<file path="src/rtl/uart_pkg.sv">
// Shared types and helpers for the UART blocks.
package uart_pkg;

  typedef enum logic [2:0] {
    IDLE,
    START,
    DATA,
    PARITY,
    STOP
  } tx_state_t;

  // Integer clock cycles per bit; the fraction is dropped.
  function automatic int unsigned cycles_per_bit(input int unsigned clock_hz,
                                                 input int unsigned baud);
    return clock_hz / baud;
  endfunction

endpackage

</file>
<file path="src/rtl/sync_fifo.sv">
// Single-clock FIFO with push/pop, full/empty flags and occupancy count.
// Storage is read combinationally at the read pointer (first-word fall-through).
module sync_fifo #(
  parameter int unsigned WIDTH = 8,
  parameter int unsigned DEPTH = 16
) (
  input  logic                       clock,
  input  logic                       reset,
  input  logic                       push,
  input  logic [WIDTH-1:0]           push_data,
  input  logic                       pop,
  output logic [WIDTH-1:0]           pop_data,
  output logic                       full,
  output logic                       empty,
  output logic [$clog2(DEPTH):0]     count
);

  localparam int unsigned PTR_W = $clog2(DEPTH);
  localparam int unsigned CNT_W = PTR_W + 1;

  if (DEPTH < 2 || (DEPTH & (DEPTH - 1)) != 0) begin : g_bad_depth
    $error("sync_fifo: DEPTH must be a power of 2 and >= 2");
  end

  logic [WIDTH-1:0] mem [DEPTH];
  logic [PTR_W-1:0] wr_ptr;
  logic [PTR_W-1:0] rd_ptr;
  logic [CNT_W-1:0] count_d;
  logic             push_ok;
  logic             pop_ok;

  assign push_ok  = push && !full;
  assign pop_ok   = pop && !empty;
  assign pop_data = mem[rd_ptr];

  // Occupancy after this edge; a simultaneous push and pop leaves it unchanged.
  always_comb begin
    count_d = count;
    case ({push_ok, pop_ok})
      2'b10:   count_d = count + CNT_W'(1);
      2'b01:   count_d = count - CNT_W'(1);
      default: count_d = count;
    endcase
  end

  always_ff @(posedge clock) begin
    if (reset) begin
      wr_ptr <= '0;
      rd_ptr <= '0;
      count  <= '0;
      full   <= 1'b0;
      empty  <= 1'b1;
    end else begin
      if (push_ok) wr_ptr <= wr_ptr + PTR_W'(1);
      if (pop_ok)  rd_ptr <= rd_ptr + PTR_W'(1);
      count <= count_d;
      full  <= (count_d == CNT_W'(DEPTH));
      empty <= (count_d == '0);
    end
  end

  always_ff @(posedge clock) begin
    if (push_ok) mem[wr_ptr] <= push_data;
  end

endmodule

</file>
<file path="src/rtl/uart_tx_fifo.sv">
// Transmit-only UART fed by a byte FIFO; frames go out back-to-back, LSB first.
// Optional parity bit enabled by defining UART_TX_PARITY_EN.
module uart_tx_fifo
  import uart_pkg::*;
#(
  parameter int unsigned CLOCK_HZ   = 48_000_000,
  parameter int unsigned BAUD       = 9600,
  parameter int unsigned DATA_BITS  = 8,
  parameter int unsigned STOP_BITS  = 1,
  parameter int unsigned FIFO_DEPTH = 16,
  parameter int unsigned PARITY_ODD = 0
) (
  input  logic                          clock,
  input  logic                          reset,
  input  logic [DATA_BITS-1:0]          tx_data,
  input  logic                          tx_valid,
  output logic                          tx_ready,
  output logic                          serial_tx,
  output logic                          busy,
  output logic [$clog2(FIFO_DEPTH):0]   fifo_count
);

  localparam int unsigned CPB    = cycles_per_bit(CLOCK_HZ, BAUD);
  localparam int unsigned BAUD_W = (CPB < 2) ? 1 : $clog2(CPB);
  localparam int unsigned BIT_W  = $clog2(DATA_BITS + 1);
  localparam int unsigned CNT_W  = $clog2(FIFO_DEPTH) + 1;

  if (CPB < 2) begin : g_bad_cpb
    $error("uart_tx_fifo: CLOCK_HZ/BAUD must be >= 2");
  end
  if (STOP_BITS != 1 && STOP_BITS != 2) begin : g_bad_stop
    $error("uart_tx_fifo: STOP_BITS must be 1 or 2");
  end
  if (DATA_BITS < 5 || DATA_BITS > 9) begin : g_bad_data
    $error("uart_tx_fifo: DATA_BITS must be 5..9");
  end
  if (PARITY_ODD > 1) begin : g_bad_parity
    $error("uart_tx_fifo: PARITY_ODD must be 0 or 1");
  end

  tx_state_t            state_q, state_d;
  logic [BAUD_W-1:0]    baud_q, baud_d;
  logic [BIT_W-1:0]     bit_q, bit_d;
  logic [DATA_BITS-1:0] shift_q, shift_d;
  logic                 serial_tx_d;
  logic                 busy_d;
  logic                 bit_end;
  logic                 load;
  logic                 pop;
  logic                 push_ok;
  logic                 fifo_full;
  logic                 fifo_empty;
  logic [DATA_BITS-1:0] fifo_rd_data;
`ifdef UART_TX_PARITY_EN
  logic                 parity_q, parity_d;
`endif

  assign tx_ready = !fifo_full;
  assign push_ok  = tx_valid && tx_ready;

  sync_fifo #(
    .WIDTH (DATA_BITS),
    .DEPTH (FIFO_DEPTH)
  ) u_fifo (
    .clock     (clock),
    .reset     (reset),
    .push      (push_ok),
    .push_data (tx_data),
    .pop       (pop),
    .pop_data  (fifo_rd_data),
    .full      (fifo_full),
    .empty     (fifo_empty),
    .count     (fifo_count)
  );

  // Next-state, counters and the registered line level.
  always_comb begin
    state_d = state_q;
    baud_d  = baud_q;
    bit_d   = bit_q;
    shift_d = shift_q;
    load    = 1'b0;
    pop     = 1'b0;
`ifdef UART_TX_PARITY_EN
    parity_d = parity_q;
`endif
    bit_end = (baud_q == BAUD_W'(CPB - 1));

    if (state_q != IDLE) begin
      baud_d = bit_end ? '0 : baud_q + BAUD_W'(1);
    end

    case (state_q)
      IDLE: begin
        if (!fifo_empty) load = 1'b1;
      end
      START: begin
        if (bit_end) begin
          state_d = DATA;
          bit_d   = '0;
        end
      end
      DATA: begin
        if (bit_end) begin
          if (bit_q == BIT_W'(DATA_BITS - 1)) begin
            bit_d = '0;
`ifdef UART_TX_PARITY_EN
            state_d = PARITY;
`else
            state_d = STOP;
`endif
          end else begin
            bit_d   = bit_q + BIT_W'(1);
            shift_d = shift_q >> 1;
          end
        end
      end
`ifdef UART_TX_PARITY_EN
      PARITY: begin
        if (bit_end) begin
          state_d = STOP;
          bit_d   = '0;
        end
      end
`endif
      STOP: begin
        if (bit_end) begin
          if (bit_q == BIT_W'(STOP_BITS - 1)) begin
            if (!fifo_empty) load = 1'b1;
            else             state_d = IDLE;
          end else begin
            bit_d = bit_q + BIT_W'(1);
          end
        end
      end
      default: state_d = IDLE;
    endcase

    // Pop restarts bit timing so each frame is aligned to its own pop.
    if (load) begin
      pop     = 1'b1;
      shift_d = fifo_rd_data;
      baud_d  = '0;
      bit_d   = '0;
      state_d = START;
`ifdef UART_TX_PARITY_EN
      parity_d = (^fifo_rd_data) ^ 1'(PARITY_ODD);
`endif
    end

    case (state_d)
      START:   serial_tx_d = 1'b0;
      DATA:    serial_tx_d = shift_d[0];
`ifdef UART_TX_PARITY_EN
      PARITY:  serial_tx_d = parity_d;
`endif
      default: serial_tx_d = 1'b1;
    endcase

    busy_d = (state_d != IDLE) || push_ok || (fifo_count > CNT_W'(pop));
  end

  always_ff @(posedge clock) begin
    if (reset) begin
      state_q   <= IDLE;
      baud_q    <= '0;
      bit_q     <= '0;
      shift_q   <= '0;
      serial_tx <= 1'b1;
      busy      <= 1'b0;
`ifdef UART_TX_PARITY_EN
      parity_q  <= 1'b0;
`endif
    end else begin
      state_q   <= state_d;
      baud_q    <= baud_d;
      bit_q     <= bit_d;
      shift_q   <= shift_d;
      serial_tx <= serial_tx_d;
      busy      <= busy_d;
`ifdef UART_TX_PARITY_EN
      parity_q  <= parity_d;
`endif
    end
  end

endmodule
</file>
<file path="config.mk">
export PLATFORM = sky130hd
export DESIGN_NAME = uart_tx_fifo
export DESIGN_NICKNAME = d
export VERILOG_FILES = /design/src/rtl/uart_pkg.sv /design/src/rtl/sync_fifo.sv /design/src/rtl/uart_tx_fifo.sv
export SDC_FILE = /design/constraint.sdc
export NUM_CORES = 1
export LEC_CHECK = 0
export CORE_MARGIN = 10
export CORE_UTILIZATION = 50
export CTS_CLUSTER_SIZE = 24
export DETAILED_ROUTE_END_ITERATION = 8
export HOLD_SLACK_MARGIN = 0.12
export PLACE_DENSITY = 0.68
export SYNTH_ARGS = -nofsm -noshare
export SYNTH_HDL_FRONTEND = slang
export SYNTH_SLANG_ARGS = --single-unit
</file>
<file path="constraint.sdc">
create_clock -name clock -period 3.7 [get_ports clock]
set_input_delay 0.555 -clock clock [delete_from_list [all_inputs] [get_ports clock]]
set_output_delay 0.555 -clock clock [all_outputs]
set_load 0.1 [all_outputs]
</file>
==> impl_summary.md <==
Critical path
The reg2reg setup slack is ~0.65 ns. The worst setup path is captured at a register. The buffer and inverter count on the worst path is 2.

The path type of the worst setup path is reg2reg. The category of cells accounting for the largest share of critical-path delay is simple AND/OR/NAND/NOR gates. On the critical path, the stage with the largest delay is an instance of sky130_fd_sc_hd__or3b_2. The path depth of the worst reg2reg path is 11. The origin of the critical flop-to-flop path is bit_q[0]. STA classifies the critical path startpoint as a register. The endpoint of the lowest-slack register-to-register path is u_fifo.full. The highest fanout seen on the critical path is 10. The required time of the worst setup path is 4.04 ns. Data on the critical path arrives at its endpoint at 3.39 ns. Walking the worst path, the cells encountered are inv_1 > ha_1 > or3b_2 > o21ai_0 > nand2_2 > inv_1 > ha_1 > nor3b_1 > mux2i_1 > xor2_1 > nor4b_1. The delay contributed by the slowest stage of the critical path is 0.48 ns.

Power and ir drop
In this run, the clock network consumes 30.2% of the power. The leakage power figure is 2.708 nW. The cell area power density is 652.0 mW/mm2. Sequential cells account for 43.9% of the total power. The power dissipated by switching net loads is 1.673 mW. The switching part of the total is 31.12%.

The internal power contribution is 3.703 mW. VDD sags by at most between 0.0004 and 0.0005 V. The power share of the combinational group is 25.9%.

Timing
The final hold violation count is 0. In this run the tightest slew margin relative to its limit is between 30% and 40%. Setup repair after global routing left no endpoint under its margin.

The number of pins exceeding their max-slew limit in the final report was 0. Setup violations remaining at the end of the flow were counted as 0. The worst path needs 3.052 ns of the cycle, external delays included. At the pin with the least slew margin, the transition time is 0.9819 ns. The fraction of the cycle the final worst path needs is 82.49%. The final critical-path setup slack is 0.6479 ns. The maximum operating frequency is 327.6 MHz. Across the routed clock network, the largest skew measured is about 0.0070 ns. The final sum of negative setup slack is 0 ns.

Clock tree
For this design, the CTS-stage hold fixing added 0 buffers. The clock-pin slew on the worst setup and hold paths is about 0.060 ns. Clock tree synthesis found a total of between 150 and 200 sinks. The count of H-tree levels built during CTS is 4. The maximum buffer depth of the clock tree is 2.

For the worst-skew pair, the clock arrives at the later sink with an insertion delay of 0.44 ns. Buffers added to address setup during post-CTS repair amount to 0. The number of cells upsized or downsized after cts is 0. In this run the clock root is driven by a sky130_fd_sc_hd__clkbuf_16. The number of buffers created by CTS is 17. TritonCTS built the clock tree.

Final layout
The number of filler cells placed in the layout is 1,128. Leaving out fill and tap cells, the most frequent cells in the layout are 128 x sky130_fd_sc_hd__edfxtp_1, 63 x sky130_fd_sc_hd__nor2_1, 48 x sky130_fd_sc_hd__dfxtp_1, 40 x sky130_fd_sc_hd__mux4_2, 18 x sky130_fd_sc_hd__clkdlybuf4s50_1. The area growth from synthesis to final layout is 12.23%. The fraction of final layout cells with drive strength greater than 1 is 16.86%.

The library cell used most frequently in the layout, excluding fill and tap cells, is sky130_fd_sc_hd__edfxtp_1. In the final design database the tool counted 525 nets. The total inserted antenna cells is 0.

Yosys
The top-area cell type share of the netlist area is 52.31%. Counting flops with an async set or reset pin after synthesis yields a share of 0%. The mapped netlist covers 0.007348 mm2.

The primary flip-flop cell chosen by synthesis mapping is sky130_fd_sc_hd__edfxtp_1. Yosys mapped a number of flops with a built-in enable equal to 128. After synthesis, the netlist uses between 50 and 60 different library cells. After technology mapping, the gate count stands at 483.

In this run, synthesis produced a sequential element count of 177. Sequential cells were found to cover 65.66% of the synthesized design area. Counting every net in the synthesized netlist gives around 500.

The top cell type by total area after synthesis is sky130_fd_sc_hd__edfxtp_1. The Yosys step of the flow raised 0 warnings. The synthesized area per cell is about 15 um2. Sorting the synthesized cells by area gives the leading types as sky130_fd_sc_hd__edfxtp_1 52%, sky130_fd_sc_hd__dfxtp_1 13%, sky130_fd_sc_hd__mux4_2 12%, sky130_fd_sc_hd__nor2_1 3.2%, sky130_fd_sc_hd__xor2_1 2.0%.

Floorplan
For this configuration, the core starts out at a cell density of between 50% and 60%. The initialized floorplan defines 44 standard-cell rows. The die outline area is 0.01995 mm2. The overall die width is 141.2 um. The floorplan die height is about 140 um. 19 I/O pins were placed. The total core area is 0.01448 mm2.

Global route
The total overflow left after global routing is 0. The initial antenna violation count is 0. Entering global routing, the biggest net connects 33 pins. The wire length of the first global-routing pass is 22,160 um.

The overall routing resource usage is 14.35%. The number of global-route vias before repair is 4,111.

Run
Across the run, the number of max-cap violations was 0.

Min path
The worst hold path startpoint is shift_q[7]. The class of the worst hold path is reg2reg. The number of instances on the worst hold path is 2.

The sink of the worst hold path is shift_q[7].

Routing
The routed via count is 3,992. The count of nets left with antenna violations once routing finished came out at 0. The detailed-route DRC error count is 0. The first detailed-routing pass ran for 4 iterations. In the final routed layout, each cell accounts on average for 18.97 um. The total wirelength of the detailed-routed design is 13,280 um. The via count normalized by instance count is between 5 and 6. The DRC marker count from the first detailed-route iteration is 316.

Outcome
The run finished with clean final reports.

Place
Detailed placement ended at an HPWL of 8958 um. The worst setup slack after placement is 0.5257 ns. The weighted congestion at the end of routability-driven global placement is 0.7964. The count of port buffers added during placement is 18.
## layer usage
metal  vias up  global-route usage (%)  part of all wire, %
li1       1885                       -                    -
met1      1988                   17.56                   43
met2        93                   23.34                   50
met3        26                   4.064                  5.4
met4         0                   6.033                  2.0
met5         -                       0                    0
## state kept, by name (all words and copies together), names as in the netlist, 3 cells and up, named ones only
| name | cells |
|---|---|
| bit_q | 4 |
| state_q | 3 |
| u_fifo.rd_ptr | 4 |
| baud_q | 13 |
| u_fifo.wr_ptr | 4 |
| u_fifo.mem | 128 |
| shift_q | 8 |
| u_fifo.count | 5 |
## synth_stat cells, types with 2 or more instances
library cell / instances
sky130_fd_sc_hd__a31oi_1: 2
sky130_fd_sc_hd__edfxtp_1: 128
sky130_fd_sc_hd__xor2_1: 17
sky130_fd_sc_hd__a211o_1: 2
sky130_fd_sc_hd__nor2b_1: 4
sky130_fd_sc_hd__inv_1: 9
sky130_fd_sc_hd__mux2i_1: 10
sky130_fd_sc_hd__a211oi_1: 7
sky130_fd_sc_hd__and3_1: 2
sky130_fd_sc_hd__a21o_1: 4
sky130_fd_sc_hd__o21ai_0: 6
sky130_fd_sc_hd__a22oi_1: 2
sky130_fd_sc_hd__nand2b_1: 6
sky130_fd_sc_hd__xnor2_1: 8
sky130_fd_sc_hd__nor4_1: 2
sky130_fd_sc_hd__nor2_1: 63
sky130_fd_sc_hd__mux4_2: 40
sky130_fd_sc_hd__buf_2: 7
sky130_fd_sc_hd__a21oi_1: 13
sky130_fd_sc_hd__ha_1: 11
sky130_fd_sc_hd__nor3_1: 12
sky130_fd_sc_hd__clkbuf_1: 17
sky130_fd_sc_hd__nand3b_1: 2
sky130_fd_sc_hd__nand3_1: 12
sky130_fd_sc_hd__and2_1: 2
sky130_fd_sc_hd__nor3b_1: 3
sky130_fd_sc_hd__nand4_1: 5
sky130_fd_sc_hd__or3_1: 5
sky130_fd_sc_hd__dfxtp_1: 49
sky130_fd_sc_hd__nand2_1: 12
## per-stage QoR
step           instances  power [mW]  hold WS (ns)  cell area, um2  utilization [%]
6_report             700       5.377        0.4762            8247            56.96
5_1_grt              700       5.641        0.5030            8247            56.96
4_1_cts              700       5.432        0.4810            8247            56.96
3_5_place_dp         668       3.812        0.4714            7714            53.28
3_3_place_gp         668       3.781        0.4629            7714            53.28
2_1_floorplan        483       3.483        0.4472            7348                -
## power groups by stage
stage	Sequential [mW]	Combinational (mW)	Clock [mW]
global route	2.38	1.53	1.74
detailed placement	2.40	1.41	0
floorplan	2.57	0.915	0
finish	2.36	1.39	1.62
global placement	2.40	1.38	0
CTS	2.36	1.41	1.66
## tightest hold or removal path, cell delays in order (launching register included)
cell	delay, ns
sky130_fd_sc_hd__dfxtp_1	0.31
sky130_fd_sc_hd__nand3_1	0.06
sky130_fd_sc_hd__a21oi_1	0.06
## final cells by class
cell class / count / area, um2 / area share (%)
flip-flops and latches: 177 / 4826 / 58.52
clock inverters: 15 / 107.6 / 1.305
well taps: 184 / 230.2 / 2.792
clock buffers: 17 / 425.4 / 5.159
repair buffers: 27 / 247.7 / 3.004
inverters: 10 / 37.54 / 0.4552
multi-input cells: 270 / 2372 / 28.77
## logic make-up (layout without fill, tap and decap cells)
family | count (synthesis) | in the layout | synth area share [%]
multiplexers | 51 | 51 | 13.93
AND/OR/NAND/NOR | 140 | 140 | 9.603
buffers and inverters | 36 | 69 | 2.060
flip-flops | 177 | 177 | 65.66
AO/OA/AOI/OAI | 43 | 43 | 3.899
adder cells (fa/ha/maj) | 11 | 11 | 1.873
XOR/XNOR | 25 | 25 | 2.980
## worst max-delay path by stage
stage | from | end | cells after the start | slack, ns
6_report | bit_q[0] | u_fifo.full | 11 | 0.65
2_1_floorplan | bit_q[0] | u_fifo.full | 15 | 0.50
3_3_place_gp | tx_valid | u_fifo.full | 11 | 0.56
5_1_grt | bit_q[0] | u_fifo.full | 13 | 0.40
3_5_place_dp | tx_valid | u_fifo.full | 12 | 0.53
4_1_cts | bit_q[0] | u_fifo.full | 13 | 0.65
Note: power is estimated with default switching activity, not from simulation.
